[config.mk]
export PLATFORM = sky130hd
export DESIGN_NAME = bl_mux_seq
export DESIGN_NICKNAME = d
export VERILOG_FILES = /design/src/rtl/bl_pkg.sv /design/src/rtl/bl_dwell_cnt.sv /design/src/rtl/bl_mux_seq.sv
export SDC_FILE = /design/constraint.sdc
export NUM_CORES = 1
export LEC_CHECK = 0
export CORE_UTILIZATION = 25
export DETAILED_ROUTE_END_ITERATION = 12
export DONT_BUFFER_PORTS = 1
export GPL_ROUTABILITY_DRIVEN = 0
export PLACE_DENSITY_LB_ADDON = 0.1
export SLEW_MARGIN = 25
export SYNTH_ARGS = -nofsm -noshare
export SYNTH_HDL_FRONTEND = slang
export SYNTH_SLANG_ARGS = --single-unit
[constraint.sdc]
create_clock -name Clk -period 2.36 [get_ports Clk]
set_clock_uncertainty 0.15 [all_clocks]
set_input_delay 0.472 -clock Clk [delete_from_list [all_inputs] [get_ports Clk]]
set_output_delay 0.472 -clock Clk [all_outputs]
set_load 0.1 [all_outputs]
[src/rtl/bl_pkg.sv]
// Shared types and defaults for the bit-line address multiplexer.
package bl_pkg;

    localparam logic [1:0] ENC_IDLE  = 2'd0;
    localparam logic [1:0] ENC_BREAK = 2'd1;
    localparam logic [1:0] ENC_DRIVE = 2'd2;

    typedef enum logic [1:0] {
        IDLE  = ENC_IDLE,
        BREAK = ENC_BREAK,
        DRIVE = ENC_DRIVE
    } state_t;

    localparam logic MODE_DIRECT = 1'b0;
    localparam logic MODE_SCAN   = 1'b1;

    localparam int DEF_ADDR_W   = 3;
    localparam int DEF_NUM_CH   = 8;
    localparam int DEF_DEAD_CYC = 2;
    localparam int DEF_DWELL_W  = 8;

endpackage

[src/rtl/bl_dwell_cnt.sv]
// Loadable down-counter with zero flag; times both the dead gap and the scan dwell.
module bl_dwell_cnt #(
    parameter int W = 8
) (
    input  logic         clk,
    input  logic         rst_n,
    input  logic         load,
    input  logic         dec,
    input  logic [W-1:0] load_val,
    output logic         zero
);

    logic [W-1:0] count_reg;

    always_ff @(posedge clk or negedge rst_n) begin
        if (!rst_n) begin
            count_reg <= '0;
        end else if (load) begin
            count_reg <= load_val;
        end else if (dec && (count_reg != '0)) begin
            count_reg <= count_reg - 1'b1;
        end
    end

    assign zero = (count_reg == '0);

endmodule

[src/rtl/bl_mux_seq.sv]
// Registered bit-line address mux: direct or scan selection with a dead gap
// (EN_out low) between any two different addresses.
module bl_mux_seq
    import bl_pkg::*;
#(
    parameter int ADDR_W   = DEF_ADDR_W,
    parameter int NUM_CH   = DEF_NUM_CH,
    parameter int DEAD_CYC = DEF_DEAD_CYC,
    parameter int DWELL_W  = DEF_DWELL_W
) (
    input  logic               Clk,
    input  logic               Reset,
    input  logic               EN_in,
    input  logic               Mode_in,
    input  logic [ADDR_W-1:0]  A_in,
    input  logic [DWELL_W-1:0] Dwell_in,
    output logic [ADDR_W-1:0]  A_out,
    output logic               EN_out,
    output logic               Busy_out,
    output logic               Done_out,
    output logic               Err_out
);

    // BREAK is entered already holding its first cycle, hence the minus one.
    localparam logic [DWELL_W-1:0] DEAD_LOAD = (DEAD_CYC > 0) ? DWELL_W'(DEAD_CYC - 1) : '0;

    state_t              state_reg, state_next;
    logic [ADDR_W-1:0]   tgt_reg, tgt_next;
    logic                mode_reg, mode_next;
    logic [ADDR_W-1:0]   a_next;
    logic                en_next, busy_next, done_next, err_next;
    logic                cnt_load, cnt_dec, cnt_zero;
    logic [DWELL_W-1:0]  cnt_val;
    logic                go_req, enter_drive, abort, new_req;
    logic [ADDR_W-1:0]   req_addr, drive_addr;
    logic                in_valid, at_last;
    logic [ADDR_W-1:0]   addr_inc;

    assign in_valid = (int'(A_in) < NUM_CH);
    assign at_last  = (int'(A_out) == NUM_CH - 1);
    assign addr_inc = at_last ? '0 : A_out + ADDR_W'(1);
    assign new_req  = (state_reg == IDLE) || (Mode_in != mode_reg);

    bl_dwell_cnt #(.W(DWELL_W)) u_cnt (
        .clk      (Clk),
        .rst_n    (Reset),
        .load     (cnt_load),
        .dec      (cnt_dec),
        .load_val (cnt_val),
        .zero     (cnt_zero)
    );

    always_comb begin
        state_next  = state_reg;
        tgt_next    = tgt_reg;
        mode_next   = mode_reg;
        a_next      = A_out;
        en_next     = EN_out;
        done_next   = 1'b0;
        err_next    = 1'b0;
        cnt_load    = 1'b0;
        cnt_dec     = 1'b0;
        cnt_val     = '0;
        go_req      = 1'b0;
        req_addr    = '0;
        enter_drive = 1'b0;
        drive_addr  = '0;
        abort       = 1'b0;

        if (!EN_in) begin
            abort = 1'b1;
        end else if (new_req) begin
            // Fresh request from IDLE, or a mode switch mid-operation.
            if (Mode_in == MODE_SCAN) begin
                mode_next = MODE_SCAN;
                go_req    = 1'b1;
            end else if (in_valid) begin
                mode_next = MODE_DIRECT;
                go_req    = 1'b1;
                req_addr  = A_in;
            end else begin
                err_next = 1'b1;
                abort    = 1'b1;
            end
        end else if (state_reg == BREAK) begin
            if (cnt_zero) begin
                enter_drive = 1'b1;
                drive_addr  = tgt_reg;
            end else begin
                cnt_dec = 1'b1;
            end
        end else if (mode_reg == MODE_DIRECT) begin
            if (!in_valid) begin
                err_next = 1'b1;
            end else if (A_in != A_out) begin
                go_req   = 1'b1;
                req_addr = A_in;
            end
        end else begin
            if (cnt_zero) begin
                go_req    = 1'b1;
                req_addr  = addr_inc;
                done_next = at_last;
            end else begin
                cnt_dec = 1'b1;
            end
        end

        if (go_req) begin
            tgt_next = req_addr;
            if (DEAD_CYC == 0) begin
                enter_drive = 1'b1;
                drive_addr  = req_addr;
            end else begin
                state_next = BREAK;
                a_next     = '0;
                en_next    = 1'b0;
                cnt_load   = 1'b1;
                cnt_val    = DEAD_LOAD;
            end
        end

        if (enter_drive) begin
            state_next = DRIVE;
            a_next     = drive_addr;
            en_next    = 1'b1;
            cnt_load   = 1'b1;
            cnt_val    = Dwell_in;
        end

        if (abort) begin
            state_next = IDLE;
            a_next     = '0;
            en_next    = 1'b0;
        end

        busy_next = (state_next == BREAK);
    end

    always_ff @(posedge Clk or negedge Reset) begin
        if (!Reset) begin
            state_reg <= IDLE;
            tgt_reg   <= '0;
            mode_reg  <= MODE_DIRECT;
            A_out     <= '0;
            EN_out    <= 1'b0;
            Busy_out  <= 1'b0;
            Done_out  <= 1'b0;
            Err_out   <= 1'b0;
        end else begin
            state_reg <= state_next;
            tgt_reg   <= tgt_next;
            mode_reg  <= mode_next;
            A_out     <= a_next;
            EN_out    <= en_next;
            Busy_out  <= busy_next;
            Done_out  <= done_next;
            Err_out   <= err_next;
        end
    end

endmodule

# [Word level (Yosys, flattened, before mapping)]
# Index checks and enable logic that the tools add are counted.
# W data, S select, Z words.
[totals] register_bits=20 mem_bits_rw=0 n_memories=0 latchBits=0 rom_bits=0 out_inout_bits=7
[classes] n_bitwise=0 n_div=0 addsub=2 mux=46 n_reduce_logical=7 mul=0 eq_ne=6 order_cmp=0 shift=0
[ops] op="$mux W3" n=14
[ops] op="$mux W1" n=26
[ops] op="$mux W8" n=3
[ops] op="$logic_not A8 Y1" n=1
[ops] op="$reduce_bool A8 Y1" n=1
[ops] op="$sub A8 B1 Y8 const B" n=1
[ops] op="$mux W2" n=3
[ops] op="$eq A2 B1 Y1 const B" n=2
[ops] op="$add A3 B1 Y3 const B" n=1
[ops] op="$eq A3 B1 Y1 const B" n=1
[ops] op="$ne A3 B1 Y1 const B" n=1
[ops] op="$ne A3 B3 Y1" n=1
[ops] op="$logic_not A2 Y1" n=1
[ops] op="$reduce_and A2 Y1" n=1
[ops] op="$reduce_bool A2 Y1" n=1
[ops] op="$logic_and A1 B1 Y1" n=1
[ops] op="$logic_or A1 B1 Y1" n=1
[ops] op="$ne A1 B1 Y1" n=1

# [Longest topological paths before layout]
[logic_depth] depth_word=10 ltp_mapped=7 depth_no_buf=6

# [By module]
# A second synthesis with hierarchy kept.
[hier_totals] cells_unflattened=137 area_unflattened_um2=1315.0
[by_module_without_submodules] mod="bl_mux_seq" n_inst=1 area_each_um2=787.0 cells_each=79
[by_module_without_submodules] mod="bl_dwell_cnt" n_inst=1 area_each_um2=528.0 cells_each=58

# [Worst setup path after synthesis]
# OpenSTA, ideal clock, no wires.
[synth_path] path_type="register -> register" startpoint="register A_out[0]" endpoint="register tgt_reg[0]" n_path_buf=0 path_slack_ns=-0.109 setup_time_ns=0.125 t_arrival_ns=2.194 t_required_ns=2.085 path_stages_with_launch=5 cell_sequence="dfrtp_1 -> xor2_1 -> nor4_4 -> nor4_4 -> mux2_2"
[synth_via] elab_chain_len=7
[synth_lines] item="from (decl)" line_no="bl_mux_seq.sv:17" source="output logic [ADDR_W-1:0] A_out,"
[synth_lines] item="from (signal assigned)" line_no="bl_mux_seq.sv:154" source="A_out <= a_next;"
[synth_lines] item="$add A3 B1 Y3 or $eq A3 B1 Y1 (tied branches)" line_no="bl_mux_seq.sv:41, bl_mux_seq.sv:40"
[synth_lines] item="$mux W3" line_no="bl_mux_seq.sv:41" source="assign addr_inc = at_last ? '0 : A_out + ADDR_W'(1);"
[synth_lines] item="$mux W3" line_no="bl_mux_seq.sv:100" source="if (cnt_zero) begin"
[synth_lines] item="$mux W3" line_no="bl_mux_seq.sv:92" source="end else if (mode_reg == MODE_DIRECT) begin"
[synth_lines] item="$mux W3" line_no="bl_mux_seq.sv:85" source="end else if (state_reg == BREAK) begin"
[synth_lines] item="$mux W3" line_no="bl_mux_seq.sv:72" source="end else if (new_req) begin"
[synth_lines] item="$mux W3" line_no="bl_mux_seq.sv:70" source="if (!EN_in) begin"
[synth_lines] item="to (signal assigned)" line_no="bl_mux_seq.sv:152" source="tgt_reg <= tgt_next;"
[synth_lines] item="to (decl)" line_no="bl_mux_seq.sv:28" source="logic [ADDR_W-1:0] tgt_reg, tgt_next;"
# Several ways; a longest one is shown, not always the timed one.
# A chain may end at the register's enable or synchronous reset.

# [Final worst setup path]
[layout_path] startpoint="register u_cnt.count_reg[0]" endpoint="register tgt_reg[0]"
[layout_via] elab_chain_len=6
[layout_lines] item="from (decl)" line_no="bl_dwell_cnt.sv:13" source="logic [W-1:0] count_reg;"
[layout_lines] item="from (signal assigned)" line_no="bl_dwell_cnt.sv:19" source="count_reg <= load_val;"
[layout_lines] item="from (signal assigned)" line_no="bl_dwell_cnt.sv:21" source="count_reg <= count_reg - 1'b1;"
[layout_lines] item="$logic_not A8 Y1 (*)" line_no="bl_dwell_cnt.sv:25" source="assign zero = (count_reg == '0);"
[layout_lines] item="$mux W3 or $mux W1 (tied branches)" line_no="bl_mux_seq.sv:100"
[layout_lines] item="$mux W3 or $mux W1 (tied branches)" line_no="bl_mux_seq.sv:92"
[layout_lines] item="$mux W3 or $mux W1 (tied branches)" line_no="bl_mux_seq.sv:85"
[layout_lines] item="$mux W3 or $mux W1 (tied branches)" line_no="bl_mux_seq.sv:72"
[layout_lines] item="$mux W3 or $mux W1 (tied branches)" line_no="bl_mux_seq.sv:70"
# Mark *: on every way between the ends. The rest lies on a longest branch, timed or not.

==> results.toml <==
[status]
status = "completed"

[final_layout]
diodes = 0
area_growth_pct = 14.74
regArea_um2 = 504.2
final_layout_size_suffix_gt1_frac = 0.2483
largest_register_ffs = 8
finalNetCount = 169
fillCellCount = 567
multi_input_area_um2 = 775.7

[worst_setup_path]
cp_max_fo = 5
path_depth = 6
crit_buf_inv = 1
worstPathRequired_ns = 2.36
cp.arrival_ns = 2.19
reg2reg_setup_slack_ns = 0.17
cp-start-kind = "flip-flop"
crit_type = "reg2reg"
r2r-start = "u_cnt.count_reg[0]"
r2r_cells = 6
slowest_stage = "dfrtp_1"
cp-end-kind = "flip-flop"
worst_r2r_endpoint = "tgt_reg[0]"
critPathCapture = "tgt_reg[0]"
crit_chain = "inv_1, ha_1, nor4b_4, a21oi_2, nor4_4, mux2_2"
cp_top_family = "simple AND/OR/NAND/NOR gates"
cpPeakStageDelay_ns = 0.40
critPathLaunch = "u_cnt.count_reg[0]"

[clocking]
clkSlewWorstSetupHoldPaths_ns = 0.08
numClockSinks = 20
root_buffer = "clkbuf_8"
clkLatencyLatePin_ns = 0.26
cts_buffers = 3
clockBufferDepth = 2
cts_tree = "done"
h-tree-depth = 1
ctsResizeCount = 0

[yosys]
syn-cell-area_um2 = 1375
synth-edff-count = 0
async_reset_ff_frac = 1.000
synth_cell_types = 51
avgSynthCellArea_um2 = 10.04
synth-seq-cells = 20
synth_nets = 156
synth_seq_area_share = 0.3640
netlist_instances = 137
yosys_warnings = 0
synth_top_flop_cell = "dfrtp_1"

[sta]
timing.fmax_mhz = 456.8
rsz0062_at_grt = "no"
period_needed_ns = 2.189
finalHoldViolCount = 0
report.final.slew_viol_count = 0
setup_viol = 0
whs_ns = 0.01530
relSlewSlack = 0.6566
tns_ns = 0
period_share = 0.9276
tightest_slew_ns = 0.5133

[grt]
grt-busiest-layer = "met2"
grt_pass1_wl_mm = 5.878
grtUsageTotal = 0.1265
antenna_found_initial = 0
grt_overflow = 0
grt_use_met3 = 0.02635
grt_max_degree = 21
gr-usage-met2 = 0.1864
grt_pass1_vias = 1123
grt_use_met1 = 0.1830

[power]
p_leak_nw = 0.6442
powerDensity_nw_per_um2 = 668.5
peakVddDrop_mv = 0.2647

[floorplanning]
die_w_um = 76.17
die_h_um = 76.17
dieArea_um2 = 5801
rows = 26
io_pins = 22
core-area_um2 = 5205
start_util = 0.2642

[routing]
vias = 1096
dr.pass1.iters = 4
wl_per_cell_um = 15.64
ant_nets = 0
drc = 0
totalWireLength_mm = 3.425
vias_per_cell = 5.005
drt_iter0_markers = 60

[placed_design]
dpl.hpwl_mm = 2.609
port_buffers = 0

[job]
drv_cap = 0

[worst_hold_path]
min_path_type = "in2async"
metal layers:
layer / share of wire / vias to the layer above
met2: 0.44 / 20
met3: 0.033 / 2
met5: 0 / -
met1: 0.52 / 535
li1: - / 539
met4: 0.0073 / 0
worst register-to-register path, cell delays in order (launching register included):
cell and delay, ns:
dfrtp_1 0.40, inv_1 0.12, ha_1 0.17, nor4b_4 0.40, a21oi_2 0.16, nor4_4 0.30
mux2_2 0.37
cell usage after synthesis, drive strengths merged, types with 3 or more instances:
master | n | area (µm²)
buf | 6 | 50.04
nor3 | 5 | 30.03
mux2 | 5 | 56.30
inv | 12 | 45.04
o21ai | 4 | 20.02
a21oi | 3 | 18.77
a22oi | 4 | 30.03
nand3 | 4 | 20.02
nand2 | 14 | 52.55
nor2 | 4 | 15.01
xor2 | 4 | 35.03
dfrtp | 20 | 500.5
o31ai | 4 | 30.03
or3 | 4 | 25.02
ha | 4 | 50.05
nor4 | 4 | 55.05
report_power, final:
part           internal, mW  switching (mW)
logic                 0.149           0.201
registers             0.384          0.0538
clock network         0.148           0.118
layout by cell type, fill, tap and decap left out, types with 2 or more instances in the layout:
cell type | synthesis | final
nor4_1 | 2 | 2
nand2_1 | 14 | 14
o31ai_1 | 4 | 4
o21ai_0 | 4 | 4
a22oi_1 | 4 | 4
xor2_1 | 4 | 4
o221a_2 | 2 | 2
nor3_1 | 4 | 4
a21oi_1 | 2 | 2
or3_1 | 4 | 4
o22ai_1 | 2 | 2
a21o_1 | 2 | 2
buf_4 | 3 | 14
nor2_1 | 4 | 4
nand2b_1 | 2 | 2
ha_1 | 4 | 4
nand3_1 | 4 | 4
dfrtp_1 | 20 | 17
dfrtp_2 | 0 | 3
nor4bb_1 | 2 | 2
mux2_2 | 5 | 5
nor4_4 | 2 | 2
a221o_1 | 2 | 2
clkbuf_8 | 0 | 4
inv_1 | 12 | 12
what timing repair did:
action / CTS / global route
endpoints found under the hold margin: 20 / 0
hold buffers: 1 / 0
endpoints found under the setup margin: 0 / 3
buffers inserted: 0 / 1
metrics by stage:
step | cell area, µm² | power, mW | setup WS (ns) | instances | util
finish | 1578 | 1.055 | 0.1708 | 219 | 0.3031
global route | 1578 | 1.128 | 0.01652 | 219 | 0.3031
CTS | 1575 | 1.064 | 0.1214 | 218 | 0.3026
detailed placement | 1510 | 0.7781 | 0.1337 | 213 | 0.2901
global placement | 1510 | 0.7776 | 0.2316 | 213 | 0.2901
floorplan | 1379 | 0.6972 | 0.1704 | 137 | -
kinds of logic (layout without fill, tap and decap cells):
group | Yosys count | count (layout) | synth area share
adders and majority gates | 4 | 4 | 0.03640
other | 1 | 1 | 0.002727
AOI/OAI and AO/OA | 36 | 36 | 0.2248
DFF | 20 | 20 | 0.3640
and+or+nand+nor | 46 | 46 | 0.2202
buffers and inverters | 19 | 31 | 0.07187
muxes | 6 | 6 | 0.04822
xor gates and xnor gates | 5 | 5 | 0.03185
worst min-delay path by stage:
stage / to / slack [ns] / depth (start not counted)
after global routing: A_out[0] / 0.04 / 1
after global placement: A_out[1] / 0.03 / 0
after CTS: u_cnt.count_reg[3] / 0.18 / 2
after detailed placement: A_out[1] / 0.03 / 0
final: A_out[0] / 0.02 / 1
after floorplan: A_out[0] / 0.03 / 0
area by class of cell:
| type | instances | share of cell area |
|---|---|---|
| Multi-Input combinational cell | 98 | 0.4917 |
| Clock buffer | 4 | 0.03489 |
| Inverter | 12 | 0.02855 |
| Sequential cell | 20 | 0.3196 |
| Timing Repair Buffer | 15 | 0.06979 |
| Tap cell | 70 | 0.05551 |
Power figures use the tool's default switching activity.
